==> src/rtl/imc_pkg.sv <==
// Shared types for the in-memory-compute dot-product engine.
`default_nettype none

package imc_pkg;

  localparam int N_LANES = 4;

  typedef logic [1:0] lane_t;

  typedef enum logic [1:0] {
    IDLE = 2'd0,
    MAC  = 2'd1,
    HOLD = 2'd2
  } state_t;

endpackage

`default_nettype wire

==> src/rtl/imc_weight_regs.sv <==
// Four-entry weight register file; write strobe is pre-qualified by the parent.
`default_nettype none

module imc_weight_regs
  import imc_pkg::*;
#(
  parameter int DATA_WIDTH = 16
) (
  input  logic                                 clk,
  input  logic                                 rst_n,
  input  logic                                 wr_en,
  input  lane_t                                wr_addr,
  input  logic [DATA_WIDTH-1:0]                wr_data,
  output logic [N_LANES-1:0][DATA_WIDTH-1:0]   rd_data
);

  logic [DATA_WIDTH-1:0] regs [N_LANES];

  always_ff @(posedge clk or negedge rst_n) begin
    if (!rst_n) begin
      for (int i = 0; i < N_LANES; i++) regs[i] <= '0;
    end else if (wr_en) begin
      regs[wr_addr] <= wr_data;
    end
  end

  for (genvar g = 0; g < N_LANES; g++) begin : g_rd
    assign rd_data[g] = regs[g];
  end

endmodule

`default_nettype wire

==> src/rtl/imc_dot_engine.sv <==
// Signed 4-lane dot product against stored weights, one MAC per cycle,
// result held behind a valid/accept handshake.
`default_nettype none

module imc_dot_engine
  import imc_pkg::*;
#(
  parameter int DATA_WIDTH = 16,
  parameter int ACC_WIDTH  = 2*DATA_WIDTH+2,
  parameter int CNT_WIDTH  = 8
) (
  input  logic                  clk,
  input  logic                  rst_n,
  input  logic [DATA_WIDTH-1:0] dataIna,
  input  logic [DATA_WIDTH-1:0] dataInb,
  input  logic [DATA_WIDTH-1:0] dataInc,
  input  logic [DATA_WIDTH-1:0] dataInd,
  input  logic                  start,
  output logic                  ready,
  input  logic                  wEn,
  input  logic [1:0]            wAddr,
  input  logic [DATA_WIDTH-1:0] wData,
  output logic [ACC_WIDTH-1:0]  result,
  output logic                  resValid,
  input  logic                  resAccept,
  output logic [CNT_WIDTH-1:0]  opCount
);

  localparam int PROD_WIDTH = 2*DATA_WIDTH;

  state_t                              state, state_nxt;
  logic [N_LANES-1:0][DATA_WIDTH-1:0]  ops;
  logic [N_LANES-1:0][DATA_WIDTH-1:0]  weights;
  lane_t                               idx;
  logic signed [ACC_WIDTH-1:0]         acc;
  logic [CNT_WIDTH-1:0]                op_cnt;
  logic signed [PROD_WIDTH-1:0]        prod;
  logic signed [ACC_WIDTH-1:0]         prod_ext;
  logic                                wr_en_idle;

  // Weights only change while idle so an operation always sees a stable set.
  assign wr_en_idle = wEn && (state == IDLE);

  imc_weight_regs #(
    .DATA_WIDTH (DATA_WIDTH)
  ) u_weights (
    .clk     (clk),
    .rst_n   (rst_n),
    .wr_en   (wr_en_idle),
    .wr_addr (wAddr),
    .wr_data (wData),
    .rd_data (weights)
  );

  assign prod     = $signed(ops[idx]) * $signed(weights[idx]);
  assign prod_ext = {{(ACC_WIDTH-PROD_WIDTH){prod[PROD_WIDTH-1]}}, prod};

  always_comb begin
    state_nxt = state;
    ready     = 1'b0;
    resValid  = 1'b0;
    case (state)
      IDLE: begin
        ready = 1'b1;
        if (start) state_nxt = MAC;
      end
      MAC: begin
        if (idx == 2'd3) state_nxt = HOLD;
      end
      HOLD: begin
        resValid = 1'b1;
        if (resAccept) state_nxt = IDLE;
      end
      default: state_nxt = IDLE;
    endcase
  end

  always_ff @(posedge clk or negedge rst_n) begin
    if (!rst_n) begin
      state  <= IDLE;
      ops    <= '0;
      idx    <= '0;
      acc    <= '0;
      op_cnt <= '0;
    end else begin
      state <= state_nxt;
      if (state == IDLE && start) begin
        ops <= {dataInd, dataInc, dataInb, dataIna};
        acc <= '0;
        idx <= '0;
      end
      if (state == MAC) begin
        acc <= acc + prod_ext;
        idx <= idx + 2'd1;
      end
      if (state == HOLD && resAccept) op_cnt <= op_cnt + 1'b1;
    end
  end

  assign result  = (state == HOLD) ? acc : '0;
  assign opCount = op_cnt;

endmodule

`default_nettype wire

==> config.mk <==
export PLATFORM = sky130hd
export DESIGN_NAME = imc_dot_engine
export DESIGN_NICKNAME = d
export VERILOG_FILES = /design/src/rtl/imc_pkg.sv /design/src/rtl/imc_weight_regs.sv /design/src/rtl/imc_dot_engine.sv
export SDC_FILE = /design/constraint.sdc
export NUM_CORES = 1
export LEC_CHECK = 0
export CORE_AREA = 3 3 237 239
export DETAILED_ROUTE_END_ITERATION = 7
export DIE_AREA = 0 0 240 242
export DONT_BUFFER_PORTS = 1
export GPL_ROUTABILITY_DRIVEN = 0
export PLACE_DENSITY = 0.6
export SLEW_MARGIN = 30
export SYNTH_ARGS = -nofsm -noshare
export SYNTH_HDL_FRONTEND = slang
export SYNTH_HIERARCHICAL = 1
export SYNTH_SLANG_ARGS = --single-unit
==> constraint.sdc <==
create_clock -name clk -period 7.8 [get_ports clk]
set_clock_uncertainty 0.05 [all_clocks]
set_input_delay 0.78 -clock clk [delete_from_list [all_inputs] [get_ports clk]]
set_output_delay 0.78 -clock clk [all_outputs]
set_load 0.01 [all_outputs]
==> results.yml, run 1 <==
outcome:
  outcome: "finished clean"
worst_setup_path:
  required_ns: 8.10
  cp-start-kind: "flip-flop"
  endpoint_kind: "flip-flop"
  arrival_ns: 7.72
  cp_max_fo: 48
  crit_type: "flip-flop to flip-flop"
clock_network:
  clk_latency_ns: 0.46
  root_buffer: "clkbuf_16"
  clockBufferDepth: 2
  cts_tree: "yes"
  htree_levels: 4
  cts-buffers-inserted: 17
  clock-sinks: 174
  clk_pin_slew_ns: 0.08
sta:
  relSlewSlack: 0.347
  maxSlewViolCount: 0
  fin_tns_setup_ns: 0
  max_freq_ghz: 0.135
  tightest_slew_ns: 0.969
  hold_violations: 0
  post-route-period-util: 0.951
  grt_setup_unrepaired: "false"
  setup_viol_count_final: 0
  finalCriticalPeriod_ns: 7.42
synth:
  synthTopCellsByArea: "fa_1 32%, dfrtp_1 23%, nand2_1 7.4%, inv_1 7.0%, ha_1 6.9%"
  synth_nets: 2455
  synthCells: 1959
  avgSynthCellArea_um2: 9.65
  ys_ff_latch: 174
  synth-main-ff-cell: "dfrtp_1"
  ys_seq_area_frac: 0.230
  synth_top_area_share: 0.323
  synth_edf_count: 0
  synth_cell_types: 61
  yosysTopAreaCell: "fa_1"
  async_reset_ff_frac: 1.00
  syn_area_um2: 18900
  ys_warn_count: 6
layout:
  drive_gt1_frac: 0.0955
  final_cell_mix: "372 x nand2_1, 351 x inv_1, 304 x fa_1"
  layout_commonest_cell: "nand2_1"
  insertedDiodeCount: 0
  nNetsFinal: 2430
  stdcell_count: 2643
  area_growth_syn_to_layout_pct: 7.79
  final_util: 0.377
routing:
  drt_pass1_iterations: 5
  drt-total-wl_um: 49100
  vias: 13098
  routedWlPerCell_um: 18.6
  ant_nets: 0
  drt_iter0_markers: 874
  drc: 0
  vias_per_cell: 4.96
placed_design:
  port-buffer-count: 0
  place_hpwl_um: 39100
  post-place-cells: 2608
grt:
  gr-total-overflow: 0
  grt_pass1_vias: 14718
  track_usage: 0.178
  antenna_found_initial: 2
  grt_pass1_wl_um: 80300
  grt_start_max_net_pins: 175
floorplanning:
  dieArea_um2: 58100
  core-area_um2: 54000
  core.rowCount: 85
  start_util: 0.350
  die_x_um: 240
  die_h_um: 242
  top_level_ports: 131
run:
  max_cap_viol_count: 0
hold_path:
  hp-class: "primary input to asynchronous set/reset pin"
## cell usage after synthesis, drive strengths merged (22+ instances only)
library cell,number
nand2,373
inv,352
fa,305
dfrtp,174
nor2,120
ha,104
mux2,86
o21ai,71
clkbuf,63
and2,61
xnor2,33
a21oi,25
nand3,25
mux2i,22
## area by class of cell
class / count / area (um2)
clock buffer: 21 / 460
clock inverter: 11 / 135
fill: 5368 / 33600
inverter: 352 / 1320
multi-input combinational: 1353 / 12900
sequential: 174 / 4360
tap: 696 / 871
timing repair buffer: 36 / 330
## routing by layer
metal / part of all wire / global-route usage / wire length [um]
met2: 0.52 / 0.318 / 25400
met1: 0.40 / 0.218 / 19900
met4: 0.023 / 0.0486 / 1150
met5: 0.00026 / 0 / 13
met3: 0.055 / 0.0354 / 2690
## through the flow
stage	worst slack, ns	instance area [um2]	hold slack [ns]
after floorplan	0.590	18900	0.390
after global placement	0.494	19700	0.407
after detailed placement	0.345	19700	0.411
after CTS	0.306	20300	0.295
after global routing	0.000889	20400	0.136
final	0.385	20400	0.135
## final timing paths
path	depth (start not counted)	slack (ns)	from	to
worst max-delay path	23	0.38	idx[1]	acc[29]
min in group clk	2	0.37	dataIna[13]	ops[13]
worst max register to register	23	0.38	idx[1]	acc[29]
max in group asynchronous	2	6.63	rst_n	u_weights/rd_data[25]
worst min-delay path	1	0.13	rst_n	acc[21]
worst min register to register	2	0.43	ops[25]	ops[25]
## kinds of logic (layout without fill, tap and decap cells)
family	Yosys count	count (layout)	share of synthesized area
XOR/XNOR	45	45	0.0216
flip-flops	174	174	0.230
buffers and inverters	432	420	0.0880
AND/OR/NAND/NOR	628	628	0.143
multiplexers	119	119	0.0759
adder cells (fa/ha/maj)	409	409	0.392
AO/OA/AOI/OAI	152	152	0.0499
## worst max-delay path, cell delays in order (launching register included)
cell and delay (ns):
dfrtp_2 0.40, buf_12 0.30, mux2_2 0.39, o21ai_0 0.62, nor2_1 0.15, fa_1 0.56
inv_1 0.05, fa_1 0.45, fa_1 0.55, inv_1 0.05, fa_1 0.49, fa_1 0.49
inv_1 0.05, fa_1 0.47, inv_1 0.04, ha_1 0.31, a21oi_1 0.16, o21ai_0 0.14
a221oi_1 0.38, a31oi_1 0.26, a41o_1 0.34, o2111ai_1 0.19, o41ai_1 0.10, a221o_1 0.28
## repair_timing
item / 4_1_cts / 5_1_grt
setup endpoints to repair: 0 / 2
hold buffers: 1 / 0
gates resized for setup: 0 / 1
setup buffers: 0 / 0
endpoints found under the hold margin: 174 / 0
## sequential cells by signal, indices dropped and copies added (netlist names)
name and count:
state 2, opCount 8, ops 64, u_weights/rd_data 64, acc 34, idx 2
Power of run 1 is not shown: default switching activity piles up to over one toggle a cycle in this logic, so the estimate is an artifact.
==> inputs of run 2 (changes only) <==
Settings changed: CELL_PAD_IN_SITES_DETAIL_PLACEMENT from default to 0, CELL_PAD_IN_SITES_GLOBAL_PLACEMENT from default to 1, PLACE_DENSITY 0.6 to 0.7.
==> run 2 against run 1 <==
Cell area rose by 0.56%. Worst setup slack got worse by 0.083 ns. Via count fell by 0.26%. Register-to-register slack got worse by 0.08 ns. Critical path depth fell by 2. Critical endpoint unchanged. Highest routed layer is now met4.
==> results.yml, run 2 (same netlist as run 1, synthesis figures left out) <==
outcome:
  outcome: "finished clean"
sta:
  maxSlewViolCount: 0
  tightest_slew_ns: 0.921
  fin_tns_setup_ns: 0
  hold_violations: 0
  grt_setup_unrepaired: "false"
  relSlewSlack: 0.386
  finalCriticalPeriod_ns: 7.50
  setup_viol_count_final: 0
  holdWs_ns: 0.0845
  post-route-period-util: 0.961
  max_freq_ghz: 0.133
routing:
  drt-total-wl_um: 50800
  drt_pass1_iterations: 5
  ant_nets: 0
  drt_iter0_markers: 610
  drc: 0
  routedWlPerCell_um: 19.1
  vias: 13064
  vias_per_cell: 4.93
clock_network:
  clock-sinks: 174
  cts-buffers-inserted: 17
  clk_latency_ns: 0.49
  htree_levels: 4
  cts_tree: "yes"
  root_buffer: "clkbuf_16"
  clk_pin_slew_ns: 0.08
  clockBufferDepth: 2
layout:
  layout_commonest_cell: "nand2_1"
  area_growth_syn_to_layout_pct: 8.39
  drive_gt1_frac: 0.102
  insertedDiodeCount: 0
  final_cell_mix: "372 x nand2_1, 351 x inv_1, 304 x fa_1"
  finish.instance_area_um2: 20500
  nNetsFinal: 2439
  stdcell_count: 2652
worst_setup_path:
  arrival_ns: 7.83
  r2r-end: "acc[29]"
  cp-start-kind: "flip-flop"
  endpoint_kind: "flip-flop"
  r2r_start: "idx[1]"
  cp_max_fo: 26
  r2r_cells: 21
  required_ns: 8.14
  crit_type: "flip-flop to flip-flop"
  reg2reg_slack_ns: 0.30
grt:
  grt_pass1_vias: 14626
  track_usage: 0.185
  grt_start_max_net_pins: 175
  grt_pass1_wl_um: 81600
  gr-total-overflow: 0
  antenna_found_initial: 0
floorplanning:
  core.rowCount: 85
  top_level_ports: 131
  start_util: 0.350
  die_h_um: 242
  core-area_um2: 54000
  die_x_um: 240
  dieArea_um2: 58100
run:
  max_cap_viol_count: 0
placed_design:
  port-buffer-count: 0
  placed_area_um2: 19700
  place_hpwl_um: 39700
  post-place-cells: 2608
hold_path:
  hp-class: "primary input to asynchronous set/reset pin"
==> run 2: worst max-delay path, cell delays in order (launching register included) <==
cell and delay, ns:
dfrtp_2 0.58, buf_12 0.25, mux2_2 0.38, o21ai_1 0.65, nor2_1 0.16, fa_1 0.62, fa_1 0.44, fa_1 0.53
fa_1 0.44, fa_1 0.50, inv_1 0.05, fa_1 0.47, inv_1 0.04, ha_1 0.34, a21oi_1 0.17, o21ai_0 0.17
a221oi_1 0.42, a31oi_2 0.23, a41o_1 0.33, o2111ai_1 0.18, o41ai_1 0.10, a221o_1 0.26
==> run 2: layout make-up <==
class	instances	area (um2)
Clock buffer	17	425
Clock inverter	15	194
Fill cell	5438	33500
Inverter	352	1320
Multi-Input combinational cell	1353	12900
Sequential cell	174	4360
Tap cell	696	871
Timing Repair Buffer	45	407
==> run 2: what timing repair did <==
item                       CTS  global route
hold buffers                 1             0
resized for setup            0             3
buffers inserted             0             9
setup endpoints to repair    0             4
hold endpoints to repair   174             0
==> run 2: through the flow <==
| step | util | worst slack [ns] |
|---|---|---|
| global placement | 0.365 | 0.307 |
| CTS | 0.377 | 0.143 |
| finish | 0.379 | 0.302 |
| detailed placement | 0.365 | 0.152 |
| floorplan | - | 0.590 |
| global route | 0.379 | 0.00874 |
==> run 2: how the worst max path moves through the flow <==
stage / startpoint / to / slack (ns) / cells after the start
6_report: idx[1] / acc[29] / 0.30 / 21
5_1_grt: idx[1] / acc[31] / 0.009 / 25
3_5_place_dp: idx[0] / acc[31] / 0.15 / 23
3_3_place_gp: idx[0] / acc[31] / 0.31 / 22
4_1_cts: idx[0] / acc[31] / 0.14 / 23
2_1_floorplan: idx[1] / acc[29] / 0.59 / 26
==> run 2: routing by layer <==
| metal | wire length, um | global-route usage | up-vias | share of wire |
|---|---|---|---|---|
| met5 | 0 | 0 | - | 0 |
| met4 | 1630 | 0.0644 | 0 | 0.032 |
| met3 | 2540 | 0.0413 | 81 | 0.050 |
| met2 | 25900 | 0.325 | 284 | 0.51 |
| met1 | 20700 | 0.222 | 6732 | 0.41 |
| li1 | - | - | 5967 | - |
Power of run 2 is left out for the same reason.
